`config.mk`:
```
export PLATFORM = sky130hd
export DESIGN_NAME = etpu_host_seq
export DESIGN_NICKNAME = d
export VERILOG_FILES = /design/src/rtl/etpu_pkg.sv /design/src/rtl/etpu_act_buf.sv /design/src/rtl/etpu_host_seq.sv
export SDC_FILE = /design/constraint.sdc
export NUM_CORES = 1
export LEC_CHECK = 0
export CAP_MARGIN = 30
export CORE_UTILIZATION = 45
export CTS_BUF_LIST = sky130_fd_sc_hd__clkbuf_8
export DETAILED_ROUTE_END_ITERATION = 8
export PLACE_DENSITY = 0.68
export RECOVER_POWER = 25
export SYNTH_ARGS = -nofsm -noshare
export SYNTH_HDL_FRONTEND = slang
export SYNTH_HIERARCHICAL = 1
export SYNTH_SLANG_ARGS = --single-unit
```
`constraint.sdc`:
```
create_clock -name clk -period 2.8 [get_ports clk]
set_input_delay 0.42 -clock clk [delete_from_list [all_inputs] [get_ports clk]]
set_output_delay 0.42 -clock clk [all_outputs]
set_load 0.1 [all_outputs]
```
`src/rtl/etpu_pkg.sv`:
```
// Shared state encoding and result/word sizing for the eTPU host sequencer.
package etpu_pkg;
  typedef enum logic [2:0] {
    ST_IDLE,
    ST_LOAD,
    ST_RUN,
    ST_COLLECT,
    ST_DRAIN
  } state_t;

  localparam int RES_CNT   = 9;
  localparam int RES_W     = 16;
  localparam int WORD_W    = 32;
  localparam int ACT_W     = 24;
  // Each array word carries two results, so an odd count leaves one half unused.
  localparam int COL_WORDS = (RES_CNT + 1) / 2;
endpackage

```
`src/rtl/etpu_act_buf.sv`:
```
// Activation buffer: DEPTH-deep store filled during load, replayed in order during run.
// Clear empties both pointers and the storage.
module etpu_act_buf
  import etpu_pkg::*;
#(
  parameter int DEPTH = 3
) (
  input  logic                         i_clk,
  input  logic                         i_reset,
  input  logic                         i_clear,
  input  logic                         i_wr_en,
  input  logic [ACT_W-1:0]             i_wr_data,
  input  logic                         i_rd_en,
  output logic                         o_full,
  output logic [$clog2(DEPTH+1)-1:0]   o_level,
  output logic [ACT_W-1:0]             o_rd_data
);
  localparam int PW = $clog2(DEPTH + 1);
  localparam int IW = (DEPTH > 1) ? $clog2(DEPTH) : 1;

  logic [ACT_W-1:0] r_mem [DEPTH];
  logic [PW-1:0]    r_wr_ptr;
  logic [PW-1:0]    r_rd_ptr;
  logic             w_full;
  logic             w_rd_vld;

  assign w_full   = (r_wr_ptr == PW'(DEPTH));
  assign w_rd_vld = (r_rd_ptr < r_wr_ptr);

  always_ff @(posedge i_clk) begin
    if (i_reset || i_clear) begin
      r_wr_ptr <= '0;
      r_rd_ptr <= '0;
      for (int i = 0; i < DEPTH; i++) r_mem[i] <= '0;
    end else begin
      if (i_wr_en && !w_full) begin
        r_mem[r_wr_ptr[IW-1:0]] <= i_wr_data;
        r_wr_ptr                <= r_wr_ptr + PW'(1);
      end
      if (i_rd_en && w_rd_vld) r_rd_ptr <= r_rd_ptr + PW'(1);
    end
  end

  // Reads past the last buffered beat return zero so the array sees idle input.
  assign o_rd_data = w_rd_vld ? r_mem[r_rd_ptr[IW-1:0]] : '0;
  assign o_full    = w_full;
  assign o_level   = r_wr_ptr;
endmodule

```
`src/rtl/etpu_host_seq.sv`:
```
// Host-side job sequencer: streams weights/activations into the systolic array, unpacks results.
// Defining ETPU_JOB_CNT_EN adds a wrapping 16-bit job_cnt output of completed jobs.
module etpu_host_seq
  import etpu_pkg::*;
#(
  parameter int RUN_LAT   = 9,
  parameter int ACT_BEATS = 3,
  parameter int W_WORDS   = 5
) (
  input  logic              clk,
  input  logic              reset,
  input  logic              w_valid,
  output logic              w_ready,
  input  logic [WORD_W-1:0] w_data,
  input  logic              act_valid,
  output logic              act_ready,
  input  logic [ACT_W-1:0]  act_data,
  output logic [WORD_W-1:0] sa_data,
  output logic [ACT_W-1:0]  sa_input,
  input  logic [WORD_W-1:0] sa_out,
  output logic              res_valid,
  input  logic              res_ready,
  output logic [RES_W-1:0]  res_data,
  output logic              res_last,
`ifdef ETPU_JOB_CNT_EN
  output logic [15:0]       job_cnt,
`endif
  output logic              busy
);
  localparam int WCW  = $clog2(W_WORDS + 1);
  localparam int ABW  = $clog2(ACT_BEATS + 1);
  localparam int CMAX = (RUN_LAT > RES_CNT) ? RUN_LAT : RES_CNT;
  localparam int CW   = $clog2(CMAX + 1);
  localparam int RIW  = $clog2(RES_CNT);

  state_t            r_state;
  state_t            w_next;
  logic [WCW-1:0]    r_w_cnt;
  logic [CW-1:0]     r_cnt;
  logic [WORD_W-1:0] r_sa_data;
  logic [RES_W-1:0]  r_res [RES_CNT];
  logic              w_w_hs;
  logic              w_a_hs;
  logic              w_w_fin;
  logic              w_a_fin;
  logic              w_act_full;
  logic [ABW-1:0]    w_act_lvl;
  logic [ACT_W-1:0]  w_act_rd;
  logic              w_res_last;

  assign w_ready    = (r_state == ST_LOAD) && (r_w_cnt != WCW'(W_WORDS));
  assign act_ready  = (r_state == ST_LOAD) && !w_act_full;
  assign w_w_hs     = w_valid && w_ready;
  assign w_a_hs     = act_valid && act_ready;
  // Completion includes a handshake happening this cycle, so RUN follows it directly.
  assign w_w_fin    = (r_w_cnt == WCW'(W_WORDS)) || (w_w_hs && (r_w_cnt == WCW'(W_WORDS - 1)));
  assign w_a_fin    = w_act_full || (w_a_hs && (w_act_lvl == ABW'(ACT_BEATS - 1)));
  assign w_res_last = (r_cnt == CW'(RES_CNT - 1));
  assign sa_data    = r_sa_data;
  assign busy       = (r_state != ST_IDLE);

  etpu_act_buf #(.DEPTH(ACT_BEATS)) u_act_buf (
    .i_clk     (clk),
    .i_reset   (reset),
    .i_clear   (r_state == ST_IDLE),
    .i_wr_en   (w_a_hs),
    .i_wr_data (act_data),
    .i_rd_en   (r_state == ST_RUN),
    .o_full    (w_act_full),
    .o_level   (w_act_lvl),
    .o_rd_data (w_act_rd)
  );

  always_ff @(posedge clk) begin
    if (reset) r_state <= ST_IDLE;
    else       r_state <= w_next;
  end

  always_comb begin
    w_next    = r_state;
    sa_input  = '0;
    res_valid = 1'b0;
    res_last  = 1'b0;
    res_data  = '0;
    case (r_state)
      ST_IDLE:    if (w_valid) w_next = ST_LOAD;
      ST_LOAD:    if (w_w_fin && w_a_fin) w_next = ST_RUN;
      ST_RUN: begin
        sa_input = w_act_rd;
        if (r_cnt == CW'(RUN_LAT - 1)) w_next = ST_COLLECT;
      end
      ST_COLLECT: if (r_cnt == CW'(COL_WORDS - 1)) w_next = ST_DRAIN;
      ST_DRAIN: begin
        res_valid = 1'b1;
        res_data  = r_res[r_cnt[RIW-1:0]];
        res_last  = w_res_last;
        if (res_ready && w_res_last) w_next = ST_IDLE;
      end
      default:    w_next = ST_IDLE;
    endcase
  end

  always_ff @(posedge clk) begin
    if (reset) begin
      r_w_cnt   <= '0;
      r_cnt     <= '0;
      r_sa_data <= '0;
      for (int j = 0; j < RES_CNT; j++) r_res[j] <= '0;
    end else begin
      r_sa_data <= w_w_hs ? w_data : '0;
      if (r_state == ST_IDLE) r_w_cnt <= '0;
      else if (w_w_hs)        r_w_cnt <= r_w_cnt + WCW'(1);
      // r_cnt is the per-state cycle/beat index and restarts on every state change.
      if (w_next != r_state)
        r_cnt <= '0;
      else if (r_state == ST_RUN || r_state == ST_COLLECT || (r_state == ST_DRAIN && res_ready))
        r_cnt <= r_cnt + CW'(1);
      if (r_state == ST_COLLECT) begin
        for (int j = 0; j < RES_CNT; j++)
          if (r_cnt == CW'(j / 2))
            r_res[j] <= (j % 2 == 0) ? sa_out[RES_W-1:0] : sa_out[2*RES_W-1:RES_W];
      end
    end
  end

`ifdef ETPU_JOB_CNT_EN
  logic [15:0] r_job_cnt;
  always_ff @(posedge clk) begin
    if (reset)                               r_job_cnt <= '0;
    else if (res_valid && res_ready && res_last) r_job_cnt <= r_job_cnt + 16'd1;
  end
  assign job_cnt = r_job_cnt;
`endif
endmodule

```
==> results of run 1 <==
-- sequential cells by signal, indices dropped and copies added, names as in the netlist, named ones only --
name                cells
u_act_buf/r_mem        96
r_state                 3
sa_data                32
r_w_cnt                 3
u_act_buf/r_rd_ptr      2
r_res                 144
r_cnt                   4
u_act_buf/o_level       2
-- repair_timing --
action | 4_1_cts | 5_1_grt
pin swaps | 0 | 2
hold buffers | 0 | 0
setup endpoints to repair | 13 | 39
gates resized for setup | 16 | 11
-- worst reg2reg max path, delay by kind of cell, from the launching register on --
| kind | cells | cell delay [ns] |
|---|---|---|
| DFF | 1 | 0.33 |
| buffers and inverters | 1 | 0.64 |
| and+or+nand+nor | 4 | 0.99 |
-- placed cells by master, fill, tap and decap left out, drive strengths merged, types with 25 or more instances in the layout --
| cell type | synthesis | final |
|---|---|---|
| and2 | 162 | 162 |
| buf | 32 | 74 |
| clkbuf | 13 | 87 |
| clkdlybuf4s50 | 0 | 68 |
| dfxtp | 52 | 52 |
| edfxtp | 240 | 240 |
| inv | 27 | 56 |
| mux2i | 35 | 35 |
| mux4 | 40 | 40 |
| nand2 | 49 | 49 |
| nor2 | 25 | 25 |
| nor2b | 26 | 26 |
-- worst paths after layout --
kind,cells past startpoint,end,start
max,6,res_data[11],register
min,2,sa_data[20],w_data[20]
max reg2reg,5,r_res[1][4],r_state[2]
min reg2reg,2,r_w_cnt[1],r_w_cnt[1]
-- cell families after synthesis --
kind of cell / Yosys count / share of synthesized area
AND/OR/NAND/NOR: 300 / 0.143
flip-flops: 292 / 0.662
multiplexers: 91 / 0.115
buffers and inverters: 72 / 0.0308
AO/OA/AOI/OAI: 48 / 0.0326
adder cells (fa/ha/maj): 12 / 0.0120
XOR/XNOR: 7 / 0.00492
other: 1 / 0.000301
-- area by class of cell --
| type | count | area share |
|---|---|---|
| tap | 372 | 0.0288 |
| timing repair buffer | 200 | 0.139 |
| multi-input combinational | 482 | 0.261 |
| clock buffer | 53 | 0.0452 |
| inverter | 27 | 0.00627 |
| sequential | 292 | 0.511 |
| clock inverter | 34 | 0.00929 |
| antenna | 1 | 0.000155 |
-- power groups by stage --
stage / logic (mW) / registers [mW] / clock network, mW
finish: 0.501 / 4.90 / 3.36
global route: 0.538 / 4.92 / 3.63
global placement: 0.519 / 4.98 / 0
CTS: 0.527 / 4.90 / 3.46
floorplan: 0.206 / 5.05 / 0
detailed placement: 0.522 / 4.99 / 0
-- stage by stage --
step                TNS (ns)  total power, mW
global placement           0             5.50
CTS                        0             8.89
floorplan              -2.55             5.26
detailed placement         0             5.52
global route         -0.0440             9.08
finish                     0             8.76
-- cell usage after synthesis, types with 2 or more instances --
cell,number,share of area
nor2b_1,25,0.013
mux2i_1,35,0.028
xnor2_1,6,0.0042
inv_1,27,0.0081
or2_1,2,0.0010
ha_1,12,0.012
and3b_1,4,0.0028
nand2_1,49,0.015
a221oi_1,16,0.011
nand2b_1,5,0.0025
nor2_1,23,0.0069
edfxtp_1,240,0.58
buf_12,2,0.0032
nor4_1,3,0.0015
buf_6,3,0.0027
a311oi_1,16,0.011
mux4_2,40,0.072
dfxtp_1,52,0.084
clkbuf_1,9,0.0027
buf_4,8,0.0048
mux2_2,16,0.014
nor3_1,7,0.0028
and3_1,4,0.0020
buf_2,19,0.0076
a21oi_1,4,0.0016
clkbuf_2,4,0.0016
and2_1,162,0.081
a31oi_1,2,0.0010
o211ai_1,3,0.0018
a21o_1,2,0.0012
or3_1,2,0.0010
-- per-layer routing --
metal  routed length, um  global-route usage  vias to the layer above
met3                1540              0.0440                       49
li1                    -                   -                     3457
met4                 550              0.0644                        2
met2               12800               0.318                      223
met1               10700               0.237                     3489
met5                  10                   0                        -
==> results.yml, run 1 <==
clocking:
  insertion_delay_ns: 0.57
  clockBufferDepth: 3
  clkTransAtPathRegs_ns: 0.06
  root_buffer: "clkbuf_8"
  clock-sinks: 292
  cts_tree: "built"
  post_cts.repair.setup_buffers: 0
  htreeDepth: 2
  cts_buffers: 47
finish:
  fin_area_um2: 16200
  fin_nets: 1155
  regArea_um2: 8260
  nFillCells: 2159
  instances_no_fill: 1461
  syn_to_final_growth_pct: 29.6
  fin_util: 0.596
  drive_above_1_share: 0.216
  multiInputGateArea_um2: 4210
global_routing:
  antenna_found_initial: 2
  grt_pass1_vias: 7742
  grt_max_degree: 41
  overflow: 0
  grtUsageTotal: 0.188
  grt_first_pass_wirelength_mm: 40.9
route:
  drc: 0
  ant_nets: 0
  routed_via_density: 4.94
  dr.pass1.iters: 5
  drtIter0Drc: 390
  post_drt_wl_per_cell_um: 17.5
  wl_mm: 25.5
  route.vias.total: 7220
placed_design:
  place_inst: 1373
  dpl_cell_area_um2: 15300
  numPortBuffers: 169
  gp_congestion: 0.797
  dp_slack_ns: 0.347
  place_hpwl_mm: 16.1
power:
  p_leak_nw: 5.89
  p_per_area_nw_per_um2: 542
  pwr-share-seq: 0.560
  combPwrFrac: 0.057
  clock_power_share: 0.383
  power.internal_mw: 6.82
  power_switching_share: 0.222
  switching_power_mw: 1.94
  peakVddDrop_mv: 0.399
flow_run:
  maxCapViolations: 0
critical_path:
  crit_chain: "buf_16 > mux2i_1 > nand2_1 > a311oi_4 > a221oi_4 > buf_12"
  slowest_delay_ns: 0.40
  cp.arrival_ns: 2.32
  r2r_setup_slack_ns: 0.45
  cpMaxStageDelayCell: "a311oi_4"
  crit_buf_inv: 2
  critPathKind: "reg2out"
  cp-start-kind: "register"
  endpoint_kind: "output port"
  cp.required_ns: 2.38
  cp_max_fo: 40
  crit_family: "compound AO/OA/AOI/OAI gates"
synthesis:
  ys_ff_latch: 292
  ys.warnings.count: 6
  synth_edf_count: 240
  netlist_area_um2: 12500
  async_flop_share: 0
  netlist_instances: 823
  yosysUniqueCellTypes: 52
  avgSynthCellArea_um2: 15.1
  ys.flop_type: "edfxtp_1"
  ys_seq_area_frac: 0.662
die:
  initial_core_util: 0.460
  core-area_um2: 27100
  die_y_um: 168
  die_area_um2: 28400
  ios: 170
  die_x_um: 168
  rows: 60
timing:
  fin_ws_ns: 0.0642
  worst_pin_slew_ns: 1.20
  rsz0062_at_grt: "true"
  fin_crit_sh: 0.977
  hold_viol_final: 0
  slew_viol_final: 0
  relSlewSlack: 0.203
  setup_viol: 0
  fin_skew_ns: 0.0268
  period_needed_ns: 2.74
  max_freq_mhz: 366
  worst_hold_slack_ns: 0.427
outcome:
  outcome: "completed"
hold_path:
  hold_class: "in2reg"
Note: power is estimated with default switching activity, not from simulation.
==> inputs of run 2 (changes only) <==
--- a/config.mk
+++ b/config.mk
@@ -11,3 +11,3 @@
 export DETAILED_ROUTE_END_ITERATION = 8
-export PLACE_DENSITY = 0.68
+export PLACE_DENSITY = 0.7
 export RECOVER_POWER = 25
==> constraint.sdc (replaced) <==
create_clock -name clk -period 2.4 [get_ports clk]
set_input_delay 0.36 -clock clk [delete_from_list [all_inputs] [get_ports clk]]
set_output_delay 0.36 -clock clk [all_outputs]
set_load 0.05 [all_outputs]
==> run 2 against run 1 <==
Compared with the run above:
- the run now ends with setup timing left
- sequential share of layout area fell by 1.5 points
- sequential power rose by 17%
- global-route usage rose by 0.83 points
- sequential cell count did not move
- via count rose by 4.3%
- final area rose by 3.1%
- combinational power rose by 13%
- critical path type unchanged
- largest power group unchanged
- highest routed layer unchanged
==> results.yml, run 2 (synthesized netlist as in run 1, its figures left out) <==
outcome:
  outcome: "finished with violations"
  violations: "setup timing"
finish:
  drive_above_1_share: 0.278
  instances_no_fill: 1479
  final_cell_mix: "edfxtp_1, and2_1, clkdlybuf4s50_1, clkbuf_8, dfxtp_1"
  top_register: "r_res"
  syn_to_final_growth_pct: 33.6
  largest_register_ffs: 144
  fin_nets: 1175
  layout_commonest_cell: "edfxtp_1"
power:
  power_switching_share: 0.221
  p_per_area_nw_per_um2: 618
  peakVddDrop_mv: 0.455
  pwr-share-seq: 0.556
  combPwrFrac: 0.055
  clock_power_share: 0.389
  power.internal_mw: 8.03
  switching_power_mw: 2.27
  p_leak_nw: 6.17
timing:
  fin_skew_ns: 0.0200
  fin_crit_sh: 1.08
  worst_hold_slack_ns: 0.360
  fin_tns_setup_ns: -2.64
  rsz0062_at_grt: "true"
  fin_ws_ns: -0.186
  max_freq_mhz: 387
  relSlewSlack: 0.601
  slew_viol_final: 0
  worst_pin_slew_ns: 0.599
  period_needed_ns: 2.59
  setup_viol: 40
  hold_viol_final: 0
clocking:
  insertion_delay_ns: 0.56
  root_buffer: "clkbuf_8"
  clockBufferDepth: 3
  cts_tree: "built"
  cts_buffers: 48
  clock-sinks: 292
  clkTransAtPathRegs_ns: 0.06
  htreeDepth: 2
die:
  die_area_um2: 28400
  initial_core_util: 0.460
  core-area_um2: 27100
  die_x_um: 168
  die_y_um: 168
  rows: 60
  ios: 170
route:
  dr.pass1.iters: 5
  post_drt_wl_per_cell_um: 18.8
  wl_mm: 27.8
  drc: 0
  drtIter0Drc: 456
  route.vias.total: 7527
  ant_nets: 0
  routed_via_density: 5.09
placed_design:
  place_hpwl_mm: 15.6
  gp_congestion: 0.780
  numPortBuffers: 169
  place_inst: 1374
  dp_slack_ns: 0.159
critical_path:
  cp-start-kind: "register"
  cp_max_fo: 10
  r2r_cells: 6
  cp.required_ns: 2.04
  cp.arrival_ns: 2.23
  critPathKind: "reg2out"
  endpoint_kind: "output port"
global_routing:
  grt-busiest-layer: "met2"
  grt_pass1_vias: 7876
  grt.met1_usage: 0.228
  grt_use_met2: 0.355
  antenna_found_initial: 4
  grt_max_degree: 33
  grt_first_pass_wirelength_mm: 42.2
  grtUsageTotal: 0.196
  grt.met3_usage: 0.0501
  overflow: 0
hold_path:
  hold_class: "in2reg"
  hold_depth: 2
flow_run:
  maxCapViolations: 0
-- run 2: changes by cell type in the layout (fill, tap and decap cells not counted), sizes merged, moves of 9 or more --
cell	delta
buf	+14
clkbuf	-29
inv	-16
dlygate4sd3	+23
clkdlybuf4s50	+9
clkinv	+15
-- run 2: area by class of cell --
class	count	area, um^2
Multi-Input combinational cell	482	4410
Inverter	27	101
Fill cell	2040	10400
Clock inverter	35	189
Antenna cell	1	2.50
Clock buffer	51	702
Timing Repair Buffer	219	2520
Sequential cell	292	8260
Tap cell	372	465
-- run 2: final timing paths --
path / start / to / slack (ns)
setup / recovery: register / res_data[15] / -0.19
hold / removal: w_data[1] / sa_data[1] / 0.36
setup reg to reg: r_state[0] / u_act_buf/r_mem[2][4] / 0.13
hold reg to reg: r_w_cnt[1] / r_w_cnt[1] / 0.55
-- run 2: routing by layer --
| layer | part of all wire | vias up |
|---|---|---|
| li1 | - | 3521 |
| met1 | 0.40 | 3699 |
| met2 | 0.52 | 254 |
| met3 | 0.062 | 49 |
| met4 | 0.018 | 4 |
| met5 | 0.00083 | - |
-- run 2: critical path, cell delays in order (launching register included) --
cell	delay (ns)
dfxtp_4	0.40
buf_4	0.14
buf_12	0.13
mux2_2	0.34
a311oi_2	0.36
a221oi_4	0.11
buf_6	0.17
-- run 2: timing repair --
item	4_1_cts	5_1_grt
gates cloned	7	3
gates resized for setup	126	57
setup endpoints to repair	40	40
hold buffers	0	0
buffers inserted	9	1
pin swaps	19	16
hold endpoints to repair	0	0
-- run 2: stage by stage --
stage / instance area (um^2) / utilization / power [mW]
global placement: 14700 / 0.544 / 6.37
floorplan: 12600 / - / 6.07
CTS: 16400 / 0.605 / 10.4
finish: 16700 / 0.614 / 10.3
detailed placement: 14700 / 0.544 / 6.38
global route: 16700 / 0.614 / 10.7
-- run 2: power groups by stage --
stage	combinational [mW]	clock (mW)	sequential, mW
global route	0.606	4.34	5.74
global placement	0.552	0	5.82
detailed placement	0.552	0	5.83
floorplan	0.221	0	5.85
finish	0.567	4.01	5.72
CTS	0.572	4.11	5.72
